`config.mk`:
```
export PLATFORM = sky130hd
export DESIGN_NAME = riscv_mc_control
export DESIGN_NICKNAME = d
export VERILOG_FILES = /design/src/rtl/riscv_mc_control_pkg.sv /design/src/rtl/riscv_mc_control_mem_wait_timer.sv /design/src/rtl/riscv_mc_control.sv
export SDC_FILE = /design/constraint.sdc
export NUM_CORES = 1
export LEC_CHECK = 0
export ABC_CLOCK_PERIOD_IN_PS = 2500
export CAP_MARGIN = 20
export CORE_ASPECT_RATIO = 0.6
export CORE_MARGIN = 3
export CORE_UTILIZATION = 50
export CTS_BUF_LIST = sky130_fd_sc_hd__clkbuf_8
export DETAILED_ROUTE_END_ITERATION = 6
export GPL_ROUTABILITY_DRIVEN = 0
export PLACE_DENSITY_LB_ADDON = 0.1
export SLEW_MARGIN = 20
export SYNTH_ARGS = -nofsm -noshare
export SYNTH_HDL_FRONTEND = slang
export SYNTH_SLANG_ARGS = --single-unit
```
`constraint.sdc`:
```
create_clock -name clock -period 2.5 [get_ports clock]
set_input_delay 0.625 -clock clock [delete_from_list [all_inputs] [get_ports clock]]
set_output_delay 0.625 -clock clock [all_outputs]
set_load 0.05 [all_outputs]
```
`src/rtl/riscv_mc_control_pkg.sv`:
```
// Shared RV32I types for the multicycle core: instruction kinds, formats,
// datapath control word, control FSM states and classification helpers.
package riscv_mc_control_pkg;

  typedef enum logic [5:0] {
    LUI, AUIPC, JAL, JALR,
    BEQ, BNE, BLT, BGE, BLTU, BGEU,
    LB, LH, LW, LBU, LHU,
    SB, SH, SW,
    ADDI, SLTI, SLTIU, XORI, ORI, ANDI,
    SLLI, SRLI, SRAI,
    ADD, SUB, SLL, SLT, SLTU,
    XOR, SRL, SRA, OR, AND,
    FENCE, FENCEI, ECALL, EBREAK,
    CSRRW, CSRRS, CSRRC,
    CSRRWI, CSRRSI, CSRRCI, WFI
  } inst_type;

  typedef enum logic [2:0] {
    R_type, I_type, S_type,
    B_type, U_type, J_type
  } fmts;

  typedef struct packed {
    logic CY1;
    logic CY2;
    logic walu;
    logic wmdr;
    logic wpc;
    logic wreg;
    logic whilo;
    logic ce;
    logic rw;
    logic bw;
    logic i;
    logic rst_md;
  } microinstruction;

  localparam microinstruction UINS_NOP = '0;

  typedef enum logic [2:0] {
    INIT, FETCH, DECODE, EXEC,
    MEM, WB, HALT
  } ctrl_state;

  function automatic logic is_load(
    input inst_type t
  );
    return t inside {LB, LH, LW, LBU, LHU};
  endfunction

  function automatic logic is_store(
    input inst_type t
  );
    return t inside {SB, SH, SW};
  endfunction

endpackage

```
`src/rtl/riscv_mc_control_mem_wait_timer.sv`:
```
// Memory wait counter: counts not-ready cycles of an access (active) and
// flags timeout when the count reaches WAIT_LIMIT with mem_ready still low.
module mem_wait_timer #(
  parameter int WAIT_LIMIT = 16
) (
  input  logic clock,
  input  logic reset_n,
  input  logic active,
  input  logic mem_ready,
  output logic timeout
);

  localparam int CW = $clog2(WAIT_LIMIT + 1);

  logic [CW-1:0] cnt;

  always_ff @(posedge clock) begin
    if (!reset_n)
      cnt <= '0;
    else if (active && !mem_ready)
      cnt <= cnt + 1'b1;
    else
      cnt <= '0;
  end

  assign timeout = active && !mem_ready
                && (cnt == CW'(WAIT_LIMIT));

endmodule

```
`src/rtl/riscv_mc_control.sv`:
```
// Multicycle RV32I control FSM: drives uins per cycle, stalls on mem_ready,
// halts on ECALL/EBREAK/timeout; outputs halted, bus_error, retired, state_dbg.
module riscv_mc_control
  import riscv_mc_control_pkg::*;
#(
  parameter int WAIT_LIMIT = 16,
  parameter int RET_W      = 32
) (
  input  logic            clock,
  input  logic            reset_n,
  input  inst_type        i_type,
  input  fmts             i_fmt,
  input  logic            branch_taken,
  input  logic            mem_ready,
  output microinstruction uins,
  output logic            halted,
  output logic            bus_error,
  output logic [RET_W-1:0] retired,
  output logic [2:0]      state_dbg
);

  ctrl_state       state, nstate;
  inst_type        type_q;
  fmts             fmt_q;
  microinstruction u;
  logic            retire, to_err;
  logic            timeout, waiting;

  assign waiting = (state == FETCH)
                || (state == MEM);

  mem_wait_timer #(
    .WAIT_LIMIT(WAIT_LIMIT)
  ) u_timer (
    .clock    (clock),
    .reset_n  (reset_n),
    .active   (waiting),
    .mem_ready(mem_ready),
    .timeout  (timeout)
  );

  always_ff @(posedge clock) begin
    if (!reset_n) begin
      state     <= INIT;
      retired   <= '0;
      bus_error <= 1'b0;
      type_q    <= LUI;
      fmt_q     <= R_type;
    end else begin
      state <= nstate;
      if (retire)
        retired <= retired + RET_W'(1);
      if (to_err)
        bus_error <= 1'b1;
      if (state == DECODE) begin
        type_q <= i_type;
        fmt_q  <= i_fmt;
      end
    end
  end

  always_comb begin
    nstate = state;
    u      = UINS_NOP;
    retire = 1'b0;
    to_err = 1'b0;
    unique case (state)
      INIT: begin
        u.rst_md = 1'b1;
        nstate   = FETCH;
      end
      FETCH: begin
        u.ce = 1'b1;
        u.rw = 1'b1;
        u.bw = 1'b1;
        if (mem_ready) begin
          u.CY1  = 1'b1;
          u.wpc  = 1'b1;
          nstate = DECODE;
        end else if (timeout) begin
          nstate = HALT;
          to_err = 1'b1;
        end
      end
      DECODE: begin
        u.CY2 = 1'b1;
        if (i_type inside {ECALL, EBREAK})
          nstate = HALT;
        else if (i_type inside {FENCE, FENCEI, WFI}) begin
          nstate = FETCH;
          retire = 1'b1;
        end else
          nstate = EXEC;
      end
      EXEC: begin
        u.walu = 1'b1;
        u.i    = fmt_q inside {I_type, U_type, S_type};
        if (fmt_q == B_type) begin
          u.wpc  = branch_taken;
          nstate = FETCH;
          retire = 1'b1;
        end else if (type_q inside {JAL, JALR}) begin
          u.wpc  = 1'b1;
          nstate = WB;
        end else if (is_load(type_q) || is_store(type_q))
          nstate = MEM;
        else
          nstate = WB;
      end
      MEM: begin
        u.ce = 1'b1;
        u.rw = is_load(type_q);
        u.bw = type_q inside {LW, SW};
        if (mem_ready) begin
          if (is_load(type_q)) begin
            u.wmdr = 1'b1;
            nstate = WB;
          end else begin
            nstate = FETCH;
            retire = 1'b1;
          end
        end else if (timeout) begin
          nstate = HALT;
          to_err = 1'b1;
        end
      end
      WB: begin
        u.wreg = 1'b1;
        nstate = FETCH;
        retire = 1'b1;
      end
      HALT: nstate = HALT;
      default: nstate = INIT;
    endcase
  end

  // Reset kills the control word at once, so an in-flight access is dropped
  // in the cycle reset is asserted rather than one edge later.
  assign uins      = reset_n ? u : UINS_NOP;
  assign halted    = (state == HALT);
  assign state_dbg = state;

endmodule
```
==> flow_summary.toml <==
[status]
status = "complete, no violations"

[synth]
ys_seq_area_share_pct = 37.8
synth.distinct_cells = 50
netlist_area_um2 = 2650
synth_ff_type = "dfxtp_1"
synth_area_per_cell_um2 = 7.99
synth_seq_cells = 50
synth_edf_count = 0
async_flop_share_pct = 0
yosysWarnings = 0
synthesis.nets = 348
syn_inst = 332

[setup_path]
startpoint_type = "flip-flop"
r2r_cells = 6
crit_family = "simple AND/OR/NAND/NOR gates"
r2r_slack_ns = 0.17
cp.required_ns = 1.88
critPathMaxFanout = 13
critPathBufInv = 1
r2r-start = "retired[4]$_SDFFE_PN0P_"
critical_path_arrival_ns = 1.87
rr_endpoint = "retired[31]$_SDFFE_PN0P_"
cp-end-kind = "primary output"
cpMaxStageDelayCell = "or4_4"
path_cells = "nand2b_1, or4_4, a21oi_4, buf_12"
slowest_delay_ns = 0.53
criticalPathCategory = "flip-flop to primary output"

[timing]
slew_violations = 0
setup_ws_ns = 0.000398
fmax_mhz = 400
rsz0062_at_grt = "true"
max_slew_margin_pct = 65.0
finalHoldViolCount = 0
skew_ns = 0.00484
setup_viol = 0
fin_crit_sh_pct = 100
finalCriticalPeriod_ns = 2.50
worstMarginPinSlew_ns = 0.524

[die]
die_h_um = 62.4
rows = 19
die_w_um = 100
core_area_um2 = 4830
start_util_pct = 54.9
dieArea_um2 = 6240
io_pins = 62

[cts]
cts_made_buffers = 5
cts-root-buf = "clkbuf_8"
cts.clk_slew.worst_paths_ns = 0.09
hold_buffers = 0
cts_tree = "built"
clk_latency_ns = 0.31
cts_max_level = 2
clkSinkCount = 50
cts.path.max_buffers = 2

[min_path]
timing.hold.worst_endpoint = "u_timer.cnt[0]$_SDFF_PN0_"
min_from = "u_timer.cnt[0]$_SDFF_PN0_"
hp-class = "flip-flop to flip-flop"
whs_path_depth = 1

[global_routing]
use_met2_pct = 34.5
grt_util_all_layers_pct = 24.4
grtUsageMet3_pct = 5.24
grt_max_degree = 40
grt_pass1_wl_um = 12300
antenna_found_initial = 0
grt_busiest_layer = "met1"
grt.overflow.total = 0
first_global_vias = 2466
met1_usage_pct = 37.6

[cells_and_area]
antenna_cells = 0
drive_gt1_share_pct = 18.9
syn2layout_area_growth_pct = 43.2
fin_util_pct = 78.7
final_nets = 428
fillCellCount = 358

[route]
drt_iter0_drc = 201
wl_per_cell_um = 16.7
drt_drc_violations_left = 0
antenna_left = 0
drt-vias-per-instance = 5.88
routed_wl_um = 7960
first_pass_iters = 6
vias = 2797

[flow_run]
maxCapViolCount = 0

[pwr]
cellPowerDensity_nw_per_um2 = 420
power_leakage_uw = 0.00133
ir_worst_vdd_uv = 279
power.total_uw = 1600

[placed_design]
preCtsSetupSlack_ns = -0.391
hpwl_um = 5560
portBuffers = 60
==> sequential cells by signal, indices dropped and copies added, names as in the netlist <==
name,flops
bus_error,1
fmt_q,3
retired,32
state_dbg,3
type_q,6
u_timer.cnt,5
==> area by class of cell <==
class | count | area [µm²] | share of cell area [%]
Clock inverter | 2 | 12.5 | 0.329
Inverter | 9 | 33.8 | 0.890
Timing Repair Buffer | 89 | 946 | 24.9
Multi-Input combinational cell | 257 | 1640 | 43.1
Sequential cell | 50 | 1010 | 26.5
Tap cell | 63 | 78.8 | 2.08
Clock buffer | 6 | 82.6 | 2.17
==> synthesized netlist by cell type, types with 3 or more instances <==
cell type	n	area share, %
and3_1	7	1.7
nand2_1	41	5.8
xor2_1	3	0.99
inv_1	9	1.3
nor2_1	43	6.1
clkbuf_1	11	1.6
ha_1	3	1.4
o21a_1	3	0.85
nand4_1	7	1.7
a211oi_1	12	3.4
nor3_1	4	0.76
nor2b_1	6	1.4
xnor2_1	22	7.3
nor4_1	3	0.71
and4_1	3	0.99
or3_1	8	1.9
nand3_1	13	2.5
nand2b_1	7	1.7
a21oi_1	26	4.9
o21ai_0	13	2.5
dfxtp_1	50	38
==> routing by layer <==
| metal | share of wire, % | wire length (µm) | vias to the layer above |
|---|---|---|---|
| li1 | - | - | 1325 |
| met1 | 49 | 3920 | 1337 |
| met2 | 41 | 3290 | 124 |
| met3 | 8.1 | 641 | 11 |
| met4 | 1.3 | 100 | 0 |
| met5 | 0 | 0 | - |
==> cells in the final DEF (no fill, tap or decap), types with 4 or more instances in the layout <==
| cell type | synthesis | routed |
|---|---|---|
| nor3_1 | 4 | 4 |
| a21oi_1 | 26 | 23 |
| inv_1 | 9 | 9 |
| nand2b_1 | 7 | 6 |
| buf_12 | 0 | 12 |
| dfxtp_1 | 50 | 46 |
| buf_4 | 2 | 29 |
| or3_1 | 8 | 8 |
| nand4_1 | 7 | 7 |
| o21ai_0 | 13 | 13 |
| xnor2_1 | 22 | 22 |
| nor2b_1 | 6 | 5 |
| a211oi_1 | 12 | 10 |
| and3_1 | 7 | 7 |
| nand2_1 | 41 | 39 |
| clkdlybuf4s50_1 | 0 | 45 |
| nand3_1 | 13 | 13 |
| clkbuf_8 | 0 | 6 |
| dfxtp_2 | 0 | 4 |
| nor2_1 | 43 | 40 |
==> worst max-delay path by stage <==
stage,from,endpoint,slack [ns],cells after the start
2_1_floorplan,state_dbg[0]$_SDFF_PN0_,uins[1],-0.28,5
3_3_place_gp,i_type[1],retired[17]$_SDFFE_PN0P_,-0.30,8
3_5_place_dp,i_type[1],retired[20]$_SDFFE_PN0P_,-0.39,8
4_1_cts,type_q[3]$_SDFFE_PN0P_,uins[2],0.002,6
5_1_grt,state_dbg[1]$_SDFF_PN0_,uins[10],-0.04,4
6_report,state_dbg[2]$_SDFF_PN0_,uins[2],0.0004,4
==> through the flow <==
step	cell area (µm²)	hold WS (ns)	TNS [ns]	instances
floorplan	2690	0.430	-0.642	332
global placement	3620	0.448	-5.29	466
detailed placement	3620	0.460	-7.11	466
CTS	3730	0.481	0	474
global route	3800	0.508	-0.136	476
finish	3800	0.483	0	476
==> report_power, final <==
part,internal [µW],switching [µW],total [µW]
logic,112,158,270
clock network,223,277,500
registers,808,17.9,825
==> what timing repair did <==
item / 4_1_cts / 5_1_grt
endpoints found under the setup margin: 10 / 26
gates resized for setup: 4 / 16
cloned: 0 / 1
pin swaps: 1 / 2
buffers inserted: 0 / 1
==> cells by family (layout without fill, tap and decap cells) <==
kind of cell,count (synthesis),after routing,share of synthesized area [%]
AND/OR/NAND/NOR,151,151,28.7
AO/OA/AOI/OAI,73,74,18.2
flip-flops,50,50,37.8
buffers and inverters,26,106,4.34
XOR/XNOR,25,25,8.26
adder cells (fa/ha/maj),3,3,1.42
multiplexers,3,3,1.18
other,1,1,0.141
Power figures use the tool's default switching activity.
